**src/rtl/seq_detect_pkg.sv**
```systemverilog
// Shared types and constants for the 1100 detector test sequencer.
// Holds the FSM state encoding and the active-low hex digit table.
package seq_detect_pkg;

    typedef enum logic [2:0] {
        S_IDLE,
        S_LOAD,
        S_WAIT,
        S_STEP,
        S_SAMPLE,
        S_DONE
    } state_e;

    localparam logic [7:0] SEG_BLANK = 8'hFF;

    // Segment order {dp,g,f,e,d,c,b,a}, active-low
    function automatic logic [7:0] hex_to_seg(input logic [3:0] v);
        logic [7:0] s;
        s = SEG_BLANK;
        case (v)
            4'h0: s = 8'hC0;
            4'h1: s = 8'hF9;
            4'h2: s = 8'hA4;
            4'h3: s = 8'hB0;
            4'h4: s = 8'h99;
            4'h5: s = 8'h92;
            4'h6: s = 8'h82;
            4'h7: s = 8'hF8;
            4'h8: s = 8'h80;
            4'h9: s = 8'h90;
            4'hA: s = 8'h88;
            4'hB: s = 8'h83;
            4'hC: s = 8'hC6;
            4'hD: s = 8'hA1;
            4'hE: s = 8'h86;
            4'hF: s = 8'h8E;
            default: s = SEG_BLANK;
        endcase
        return s;
    endfunction

endpackage

```
**src/rtl/seq_prescaler.sv**
```systemverilog
// Bit-period divider: counts 0..DIV-1 while enabled by an idle clear.
// tc_o flags the last cycle of the period.
module seq_prescaler #(
    parameter int unsigned DIV = 4
) (
    input  logic clk_i,
    input  logic rst_ni,
    input  logic clr_i,
    output logic tc_o
);

    localparam logic [7:0] LAST = 8'(DIV - 1);

    logic [7:0] cnt_q;
    logic [7:0] cnt_d;

    assign tc_o = (cnt_q == LAST);

    always_comb begin
        cnt_d = cnt_q + 8'd1;
        if (clr_i || tc_o) begin
            cnt_d = '0;
        end
    end

    always_ff @(posedge clk_i or negedge rst_ni) begin
        if (!rst_ni) begin
            cnt_q <= '0;
        end else begin
            cnt_q <= cnt_d;
        end
    end

endmodule

```
**src/rtl/seq_detect_sequencer.sv**
```systemverilog
// Feeds a latched byte MSB-first into the 1100 detector and counts hits.
// All outputs are registered from the next-state values.
module seq_detect_sequencer
    import seq_detect_pkg::*;
#(
    parameter int unsigned DIV = 4
) (
    input  logic       clk_i,
    input  logic       rst_ni,
    input  logic       start_i,
    input  logic [7:0] data_i,
    input  logic       det_y_i,
    input  logic [7:0] det_literal_i,
    output logic       x_out_o,
    output logic       det_step_o,
    output logic       det_rst_n_o,
    output logic       busy_o,
    output logic       done_o,
    output logic [3:0] hits_o,
    output logic [7:0] seg_o
);

    state_e     state_q, state_d;
    logic [7:0] shreg_q, shreg_d;
    logic [2:0] bit_cnt_q, bit_cnt_d;
    logic [3:0] hits_q, hits_d;
    logic       x_q, step_q, clr_n_q, busy_q, done_q;
    logic [7:0] seg_q;
    logic       tc;
    logic       run_d;

    seq_prescaler #(.DIV(DIV)) u_presc (
        .clk_i (clk_i),
        .rst_ni(rst_ni),
        .clr_i (state_q != S_WAIT),
        .tc_o  (tc)
    );

    always_comb begin
        state_d   = state_q;
        shreg_d   = shreg_q;
        bit_cnt_d = bit_cnt_q;
        hits_d    = hits_q;
        unique case (state_q)
            S_IDLE: begin
                if (start_i) begin
                    state_d   = S_LOAD;
                    shreg_d   = data_i;
                    bit_cnt_d = '0;
                    hits_d    = '0;
                end
            end
            S_LOAD: state_d = S_WAIT;
            S_WAIT: begin
                if (tc) state_d = S_STEP;
            end
            S_STEP: state_d = S_SAMPLE;
            S_SAMPLE: begin
                if (det_y_i && hits_q != 4'hF) begin
                    hits_d = hits_q + 4'd1;
                end
                shreg_d   = {shreg_q[6:0], 1'b0};
                bit_cnt_d = bit_cnt_q + 3'd1;
                state_d   = (bit_cnt_q == 3'd7) ? S_DONE : S_WAIT;
            end
            S_DONE: state_d = S_IDLE;
            default: state_d = S_IDLE;
        endcase
    end

    // Detector is live only while bits are being shifted out
    assign run_d = (state_d == S_WAIT) || (state_d == S_STEP) ||
                   (state_d == S_SAMPLE);

    always_ff @(posedge clk_i or negedge rst_ni) begin
        if (!rst_ni) begin
            state_q   <= S_IDLE;
            shreg_q   <= '0;
            bit_cnt_q <= '0;
            hits_q    <= '0;
            x_q       <= 1'b0;
            step_q    <= 1'b0;
            clr_n_q   <= 1'b1;
            busy_q    <= 1'b0;
            done_q    <= 1'b0;
            seg_q     <= hex_to_seg(4'h0);
        end else begin
            state_q   <= state_d;
            shreg_q   <= shreg_d;
            bit_cnt_q <= bit_cnt_d;
            hits_q    <= hits_d;
            x_q       <= run_d & shreg_d[7];
            step_q    <= (state_d == S_STEP);
            clr_n_q   <= (state_d != S_LOAD);
            busy_q    <= (state_d != S_IDLE);
            done_q    <= (state_d == S_DONE);
            seg_q     <= run_d ? det_literal_i : hex_to_seg(hits_d);
        end
    end

    assign x_out_o     = x_q;
    assign det_step_o  = step_q;
    assign det_rst_n_o = clr_n_q;
    assign busy_o      = busy_q;
    assign done_o      = done_q;
    assign hits_o      = hits_q;
    assign seg_o       = seg_q;

endmodule

```
**config.mk**
```make
export PLATFORM = sky130hd
export DESIGN_NAME = seq_detect_sequencer
export DESIGN_NICKNAME = d
export VERILOG_FILES = /design/src/rtl/seq_detect_pkg.sv /design/src/rtl/seq_prescaler.sv /design/src/rtl/seq_detect_sequencer.sv
export SDC_FILE = /design/constraint.sdc
export NUM_CORES = 1
export LEC_CHECK = 0
export BUFFER_PORTS_ARGS = -buffer_cell sky130_fd_sc_hd__buf_2
export CAP_MARGIN = 20
export CORE_UTILIZATION = 45
export CTS_CLUSTER_DIAMETER = 40
export DETAILED_ROUTE_END_ITERATION = 16
export HOLD_SLACK_MARGIN = 0.12
export PLACE_DENSITY_LB_ADDON = 0.15
export SYNTH_ARGS = -nofsm -noshare
export SYNTH_HDL_FRONTEND = slang
export SYNTH_SLANG_ARGS = --single-unit
```
**constraint.sdc**
```tcl
create_clock -name clk_i -period 6.98 [get_ports clk_i]
set_clock_uncertainty 0.05 [all_clocks]
set_input_delay 0 -clock clk_i [delete_from_list [all_inputs] [get_ports clk_i]]
set_output_delay 0 -clock clk_i [all_outputs]
set_load 0.01 [all_outputs]
```
==> results.yml, run 1 <==
clocking:
  cts-buffers-inserted: 5
  htree_levels: 2
  cts_resized: 0
  clockBufferDepth: 2
  clk_latency_ps: 290
  cts_num_sinks: 39
  cts_tree: "done"
  clk_root_buffer_cell: "clkbuf_8"
  clk_pin_slew_ps: 80
yosys:
  synth_mux_area_frac: 0.0307
  synth_top_area_frac: 0.442
  seq_area_frac_synth: 0.481
  yosysUniqueCellTypes: 47
  synthAdderAreaFrac: 0.0614
  synthFlopType: "dfrtp_1"
  synthCells: 202
  synth_top_family_by_area: "compound AO/OA/AOI/OAI gates"
  ys_ff_latch: 39
  syn_area_per_cell_um2: 10.1
  yosysTopAreaCell: "dfrtp_1"
  syn_nets: 232
  synth_most_common_cell: "dfrtp_1"
  async_flop_share: 1.00
  synthSimpleGateAreaFrac: 0.176
  synth_edf_count: 0
  ys_warn_count: 0
  netlist_area_mm2: 0.00204
  yosys-top-cells-count: "36 x dfrtp_1, 16 x nor2_1, 12 x nand3_1, 12 x o21ai_0, 11 x a21oi_1"
  synth_xor_area_frac: 0.0301
  synth-compound-area-share: 0.185
  synthTopCellsByArea: "dfrtp_1 44%, ha_1 6.1%, dfstp_2 3.9%"
setup_path:
  crit_chain: "nor2_1 > o21ai_1 > a221oi_1 > ha_1 > inv_1 > nor4_1 > a2111oi_2 > a311oi_1"
  max_stage_delay_ps: 760
  crit_fanout: 13
  critical_path_buf_inv_count: 1
  crit_slowest_cell: "a221oi_1"
  critical_path_arrival_ps: 3740
  required_ps: 7120
  worst_setup_path_start_kind: "flip-flop"
  worst-setup-path-type: "flip-flop to flip-flop"
  end_kind: "flip-flop"
  critPathTopFamily: "compound AO/OA/AOI/OAI gates"
route:
  dr.pass1.iters: 4
  num_vias: 1708
  viasPerCell: 5.56
  wl_per_cell_um: 14.8
  drcViolationCount: 0
  wl_mm: 4.54
  drtIter0Drc: 102
  ant_nets: 0
status:
  status: "finished clean"
timing:
  fmax_mhz: 278
  setup_violations: 0
  relSlewSlack: 0.427
  rsz0062_at_grt: "no"
  drv_slew: 0
  final_hold_viol_count: 0
  fin_crit_ps: 3600
  fin_crit_sh: 0.516
  tns_ps: 0
  max_slew.worst_pin.slew_ps: 860
  worst_slack_ps: 3380
layout:
  n_fill_cell: 382
  fin_cells: 307
  area_growth_pct: 22.5
  drive_gt1_frac: 0.204
  nNetsFinal: 285
  n_antenna_cell: 0
power:
  power_density_mw_per_mm2: 337
  power_leakage_nw: 1.16
  total_power_uw: 841
  vdd.ir_drop.worst_v: 0.000130
placed_design:
  dp_hpwl_mm: 2.85
  dp_slack_ps: 3430
  place.gp.congestion: 0.916
  io_buffers: 36
  dp_cells: 282
floorplanning:
  rows: 24
  die_w_um: 69.3
  core_area_mm2: 0.00435
  initial_core_util: 0.468
  die-area_mm2: 0.00480
  die_y_um: 69.3
  io_pins: 37
global_routing:
  gr-total-overflow: 0
  grt_max_degree: 40
  grt_pass1_vias: 1679
  antenna_found_initial: 0
  grt_pass1_wl_mm: 7.96
  grtUsageTotal: 0.206
run:
  drv_cap: 0
hold_path:
  holdCritPathClass: "primary input to flip-flop"
sequential cells by signal, indices dropped and copies added (netlist names):
name           flops
busy_o             1
shreg_q            8
done_o             1
det_step_o         1
x_out_o            1
u_presc.cnt_q      8
det_rst_n_o        1
state_q            3
bit_cnt_q          3
seg_o              8
hits_o             4
what timing repair did:
action	CTS	global route
buffers inserted	0	0
endpoints found under the hold margin	53	0
hold buffers	18	0
metrics by stage:
step                       util  cell area [um^2]  hold slack, ps
after floorplan               -              2040            -346
after global placement    0.515              2240             120
after detailed placement  0.515              2240             126
after CTS                 0.574              2500             243
after global routing      0.574              2500             286
final                     0.574              2500             257
area by class of cell:
cell class,instances,area (um^2),share of cell area
inverters,6,22.5,0.00902
well taps,52,65.1,0.0261
clock buffers,7,76.3,0.0306
flip-flops and latches,39,980,0.392
repair buffers,55,368,0.147
multi-input cells,148,986,0.395
worst reg2reg max path, cell delays in order (launching register included):
cell	delay, ps
dfrtp_1	450
nor2_1	660
o21ai_1	310
a221oi_1	760
ha_1	290
inv_1	70
nor4_1	570
a2111oi_2	60
a311oi_1	270
cell usage in the layout, fill, tap and decap left out, types with 3 or more instances in the layout:
master	count
dlygate4sd3_1	18
nand2_1	7
xor2_1	5
dfrtp_1	36
mux2i_1	4
a22oi_1	7
ha_1	10
inv_1	5
a21oi_1	11
o21ai_0	12
nand3_1	12
a31oi_1	9
clkbuf_8	5
buf_2	36
nor3_1	4
dfstp_2	3
nor2_1	16
nor4_1	3
and3_1	6
nor2b_1	9
power breakdown:
part,internal [mW],switching [mW],leakage (nW),total [mW]
Combinational,0.142,0.193,0.630,0.335
Sequential,0.305,0.0587,0.494,0.363
Clock,0.0688,0.0741,0.0383,0.143
layer usage:
layer	routed length, um	up-vias	track usage
li1	-	837	-
met1	2230	827	0.286
met2	2070	39	0.313
met3	189	5	0.0509
met4	44	0	0.0748
met5	0	-	0
path summary, 6_finish.rpt:
check,slack (ps),from,to,cells past startpoint
setup / recovery,3380,state_q[1],seg_o[0],8
hold / removal,260,det_y_i,hits_o[1],4
setup reg to reg,3380,state_q[1],seg_o[0],8
hold reg to reg,460,shreg_q[0],shreg_q[0],2
max in group asynchronous,6030,rst_ni,hits_o[2],2
min in group asynchronous,310,rst_ni,shreg_q[4],2
cells by family after synthesis:
| kind of cell | after synthesis |
|---|---|
| AO/OA/AOI/OAI | 57 |
| flip-flops | 39 |
| XOR/XNOR | 7 |
| multiplexers | 6 |
| buffers and inverters | 15 |
| AND/OR/NAND/NOR | 68 |
| adder cells (fa/ha/maj) | 10 |
No activity file was read; power rests on OpenSTA's default activity.
==> inputs of run 2 (changes only) <==
==> constraint.sdc (replaced) <==
create_clock -name clk_i -period 3 [get_ports clk_i]
set_clock_uncertainty 0.05 [all_clocks]
set_input_delay 0 -clock clk_i [delete_from_list [all_inputs] [get_ports clk_i]]
set_output_delay 0 -clock clk_i [all_outputs]
set_load 0.01 [all_outputs]
==> run 2 against run 1 <==
Net effect:
- design area rose by 4.4%
- maximum frequency rose by 30%
- critical path depth did not move
- clock-buffer cell count fell by 1
- non-clock buffer count rose by 7
- sequential cell count did not move
- via count rose by 1.5%
- die area did not move
- largest cell class unchanged
- highest routed layer unchanged
==> results.yml, run 2 (same netlist as run 1, synthesis figures left out) <==
status:
  status: "finished clean"
run:
  drv_cap: 0
route:
  drtIter0Drc: 155
  drcViolationCount: 0
  viasPerCell: 5.50
  dr.pass1.iters: 4
  num_vias: 1734
  ant_nets: 0
  wl_mm: 4.69
  wl_per_cell_um: 14.9
timing:
  setup_violations: 0
  max_slew.worst_pin.slew_ps: 1100
  tns_ps: 0
  fin_crit_sh: 0.923
  fin_crit_ps: 2770
  relSlewSlack: 0.259
  fmax_mhz: 361
  rsz0062_at_grt: "no"
  final_hold_viol_count: 0
  drv_slew: 0
floorplanning:
  io_pins: 37
  core_area_mm2: 0.00435
  die_w_um: 69.3
  die_y_um: 69.3
  rows: 24
  initial_core_util: 0.468
  die-area_mm2: 0.00480
layout:
  n_fill_cell: 366
  nNetsFinal: 292
  fin_cells: 315
  final_cell_mix: "36 x dfrtp_1, 36 x buf_2, 18 x dlygate4sd3_1"
  area_growth_pct: 27.9
  n_antenna_cell: 0
  drive_gt1_frac: 0.232
global_routing:
  grt_max_degree: 40
  grtUsageTotal: 0.210
  gr-total-overflow: 0
  antenna_found_initial: 0
  grt_pass1_wl_mm: 8.11
  grt_pass1_vias: 1658
clocking:
  clockBufferDepth: 2
  clk_root_buffer_cell: "clkbuf_8"
  cts-buffers-inserted: 5
  clk_latency_ps: 290
  cts_num_sinks: 39
  clk_pin_slew_ps: 80
  cts_tree: "done"
  htree_levels: 2
placed_design:
  io_buffers: 36
  place.gp.congestion: 0.905
  dp_hpwl_mm: 3.02
  dp_cells: 289
setup_path:
  crit_chain: "nor2_1 > o21ai_1 > a221oi_1 > ha_1 > inv_1 > nor4_1 > a2111oi_2 > a311oi_1"
  regToRegSetupSlack_ps: 230
  critPathTopFamily: "compound AO/OA/AOI/OAI gates"
  worst-setup-path-type: "flip-flop to flip-flop"
  required_ps: 3150
  worst_setup_path_start_kind: "flip-flop"
  crit_slowest_cell: "nor4_1"
  max_stage_delay_ps: 600
  critical_path_buf_inv_count: 1
  critical_path_arrival_ps: 2920
  end_kind: "flip-flop"
  crit_fanout: 7
power:
  power_leakage_nw: 1.22
  power_density_mw_per_mm2: 850
  vdd.ir_drop.worst_v: 0.000471
hold_path:
  holdCritPathClass: "primary input to flip-flop"
run 2: cell types whose count changed in the layout (fill, tap and decap cells not counted), sizes merged:
cell	change
clkbuf	-1
bufinv	+2
buf	+7
run 2: layout make-up:
class                   instances  area, um^2  share of cell area
clock buffers                   6        72.6              0.0278
flip-flops and latches         39         980               0.376
multi-input cells             148         986               0.378
clock inverters                 2        60.1              0.0230
repair buffers                 62         420               0.161
well taps                      52        65.1              0.0250
inverters                       6        22.5             0.00864
run 2: worst paths after layout:
kind | from | endpoint | depth (start not counted)
setup / recovery | state_q[0] | seg_o[0] | 8
max in group asynchronous | rst_ni | u_presc.cnt_q[3] | 2
setup reg to reg | state_q[0] | seg_o[0] | 8
min in group asynchronous | rst_ni | shreg_q[0] | 2
hold reg to reg | shreg_q[0] | shreg_q[0] | 2
hold / removal | det_y_i | hits_o[0] | 4
run 2: worst reg2reg max path, cell delays in order (launching register included):
cell	delay, ps
dfrtp_1	450
nor2_1	260
o21ai_1	220
a221oi_1	420
ha_1	240
inv_1	70
nor4_1	610
a2111oi_2	80
a311oi_1	290
run 2: metrics by stage:
step | total power [mW] | hold slack [ps] | setup slack, ps | utilization | cell area, um^2
after floorplan | 1.39 | -346 | 327 | - | 2040
after global placement | 1.67 | 105 | 435 | 0.527 | 2290
after detailed placement | 1.68 | 104 | 355 | 0.527 | 2290
after CTS | 2.22 | 172 | 255 | 0.599 | 2610
after global routing | 2.38 | 236 | 28.1 | 0.599 | 2610
final | 2.22 | 179 | 231 | 0.599 | 2610
run 2: routing by layer:
layer,up-vias,global-route usage,share of wire
met3,10,0.0378,0.036
met2,41,0.314,0.46
met5,-,0,0
met1,827,0.308,0.49
li1,856,-,-
met4,0,0.0680,0.016
run 2: what timing repair did:
action | CTS | global route
endpoints found under the hold margin | 53 | 0
gates resized for setup | 0 | 0
buffers inserted | 0 | 0
hold buffers | 18 | 0
run 2: where the power goes:
group	leakage [nW]	total [mW]	internal, mW	switching (mW)
Clock	0.0654	0.526	0.333	0.193
Sequential	0.494	0.829	0.708	0.120
Combinational	0.664	0.861	0.374	0.486
==> inputs of run 3 (changes only) <==
--- a/config.mk
+++ b/config.mk
@@ -12,6 +12,7 @@
 export DETAILED_ROUTE_END_ITERATION = 16
 export HOLD_SLACK_MARGIN = 0.12
 export PLACE_DENSITY_LB_ADDON = 0.15
+export REMOVE_ABC_BUFFERS = 1
 export SYNTH_ARGS = -nofsm -noshare
 export SYNTH_HDL_FRONTEND = slang
 export SYNTH_SLANG_ARGS = --single-unit
==> run 3 against run 2 <==
Net effect:
- sequential power decreased by 0.8%
- critical path depth grew 2
- first-iteration DRC count fell by 31%
- critical path type unchanged
- largest cell class unchanged
==> results.yml, run 3 (same netlist as run 1, synthesis figures left out) <==
route:
  wl_mm: 4.37
  viasPerCell: 5.43
  dr.pass1.iters: 4
  num_vias: 1712
  wl_per_cell_um: 13.9
  drtIter0Drc: 107
  drcViolationCount: 0
  ant_nets: 0
timing:
  max_slew.worst_pin.slew_ps: 874
  drv_slew: 0
  relSlewSlack: 0.417
  fin_crit_sh: 0.858
  tns_ps: 0
  final_hold_viol_count: 0
  setup_violations: 0
  rsz0062_at_grt: "no"
  fmax_mhz: 389
  fin_crit_ps: 2570
setup_path:
  critical_path_arrival_ps: 2730
  startpoint: "hits_o[0]"
  max_stage_delay_ps: 430
  required_ps: 3160
  worst_setup_path_start_kind: "flip-flop"
  crit_fanout: 6
  timing.critical_path.mode_cell: "ha_1"
  critical_path_buf_inv_count: 2
  worst-setup-path-type: "flip-flop to flip-flop"
  crit_slowest_cell: "dfrtp_1"
  end_kind: "flip-flop"
  critPathTopFamily: "compound AO/OA/AOI/OAI gates"
  rr_startpoint: "hits_o[0]"
  crit_chain: "ha_1 > nand3_1 > and2_1 > a221oi_1 > buf_4 > inv_1 > ha_1 > and3_1 > a2111oi_0 > nor3_1"
run:
  drv_cap: 0
global_routing:
  grt_pass1_wl_mm: 7.85
  grt_max_degree: 40
  gr-total-overflow: 0
  grtUsageTotal: 0.204
  antenna_found_initial: 0
  grt_pass1_vias: 1657
power:
  power_leakage_nw: 1.20
  vdd.ir_drop.worst_v: 0.000353
  power_density_mw_per_mm2: 786
  total_power_mw: 2.01
hold_path:
  min_from: "det_y_i"
  holdCritPathClass: "primary input to flip-flop"
floorplanning:
  rows: 24
  io_pins: 37
  die_y_um: 69.3
  initial_core_util: 0.468
  die_w_um: 69.3
  die-area_mm2: 0.00480
  core_area_mm2: 0.00435
placed_design:
  dp_hpwl_mm: 2.94
  dpl_cell_area_mm2: 0.00229
  io_buffers: 36
  place.gp.congestion: 0.849
  dp_cells: 289
layout:
  nNetsFinal: 292
  utilization: 0.588
  fin_cells: 315
  drive_gt1_frac: 0.232
  n_fill_cell: 381
  finalInstanceArea_mm2: 0.00256
  n_antenna_cell: 0
  area_growth_pct: 25.7
  final_cell_mix: "36 x dfrtp_1, 36 x buf_2, 18 x dlygate4sd3_1"
clocking:
  clk_root_buffer_cell: "clkbuf_8"
  clk_latency_ps: 280
  clockBufferDepth: 2
  cts_num_sinks: 39
  cts-buffers-inserted: 5
  htree_levels: 2
  cts_tree: "done"
  clk_pin_slew_ps: 70
status:
  status: "finished clean"
==> run 3: metal layers <==
layer | wire length [um] | global-route usage | vias up
met1 | 2100 | 0.293 | 810
met2 | 2040 | 0.313 | 34
met3 | 166 | 0.0349 | 9
met5 | 0 | 0 | -
li1 | - | - | 859
met4 | 57 | 0.0680 | 0
==> run 3: timing repair <==
item	CTS	global route
resized for setup	0	1
endpoints found under the setup margin	0	2
buffers inserted	0	0
hold buffers	18	0
endpoints found under the hold margin	53	0
==> run 3: path summary, 6_finish.rpt <==
check	end	slack, ps	cells past startpoint
max in group asynchronous	u_presc.cnt_q[3]	2040	2
worst min-delay path	hits_o[0]	160	4
worst max register to register	seg_o[6]	430	10
worst min register to register	shreg_q[0]	460	2
min in group asynchronous	shreg_q[4]	310	2
worst max-delay path	seg_o[6]	430	10
==> run 3: where the power goes <==
part	switching (mW)	internal [mW]
logic	0.474	0.378
registers	0.114	0.708
clock network	0.176	0.163
==> run 3: per-stage QoR <==
stage / setup WS, ps / hold slack (ps)
3_3_place_gp: 425 / 118
2_1_floorplan: 114 / -346
4_1_cts: 301 / 165
3_5_place_dp: 347 / 117
6_report: 427 / 161
5_1_grt: 114 / 193
==> run 3: worst register-to-register path, stage by stage, from the launching register on <==
cell       delay, ps
dfrtp_1          430
ha_1             210
nand3_1          130
and2_1           210
a221oi_1         350
buf_4            210
inv_1             70
ha_1             190
and3_1           170
a2111oi_0        360
nor3_1           110
==> run 3: area by class of cell <==
| type | count | area (um^2) | share of cell area |
|---|---|---|---|
| tap | 52 | 65.1 | 0.0254 |
| timing repair buffer | 62 | 420 | 0.164 |
| clock inverter | 1 | 5.00 | 0.00195 |
| sequential | 39 | 980 | 0.383 |
| multi-input combinational | 148 | 992 | 0.387 |
| clock buffer | 7 | 76.3 | 0.0298 |
| inverter | 6 | 22.5 | 0.00879 |
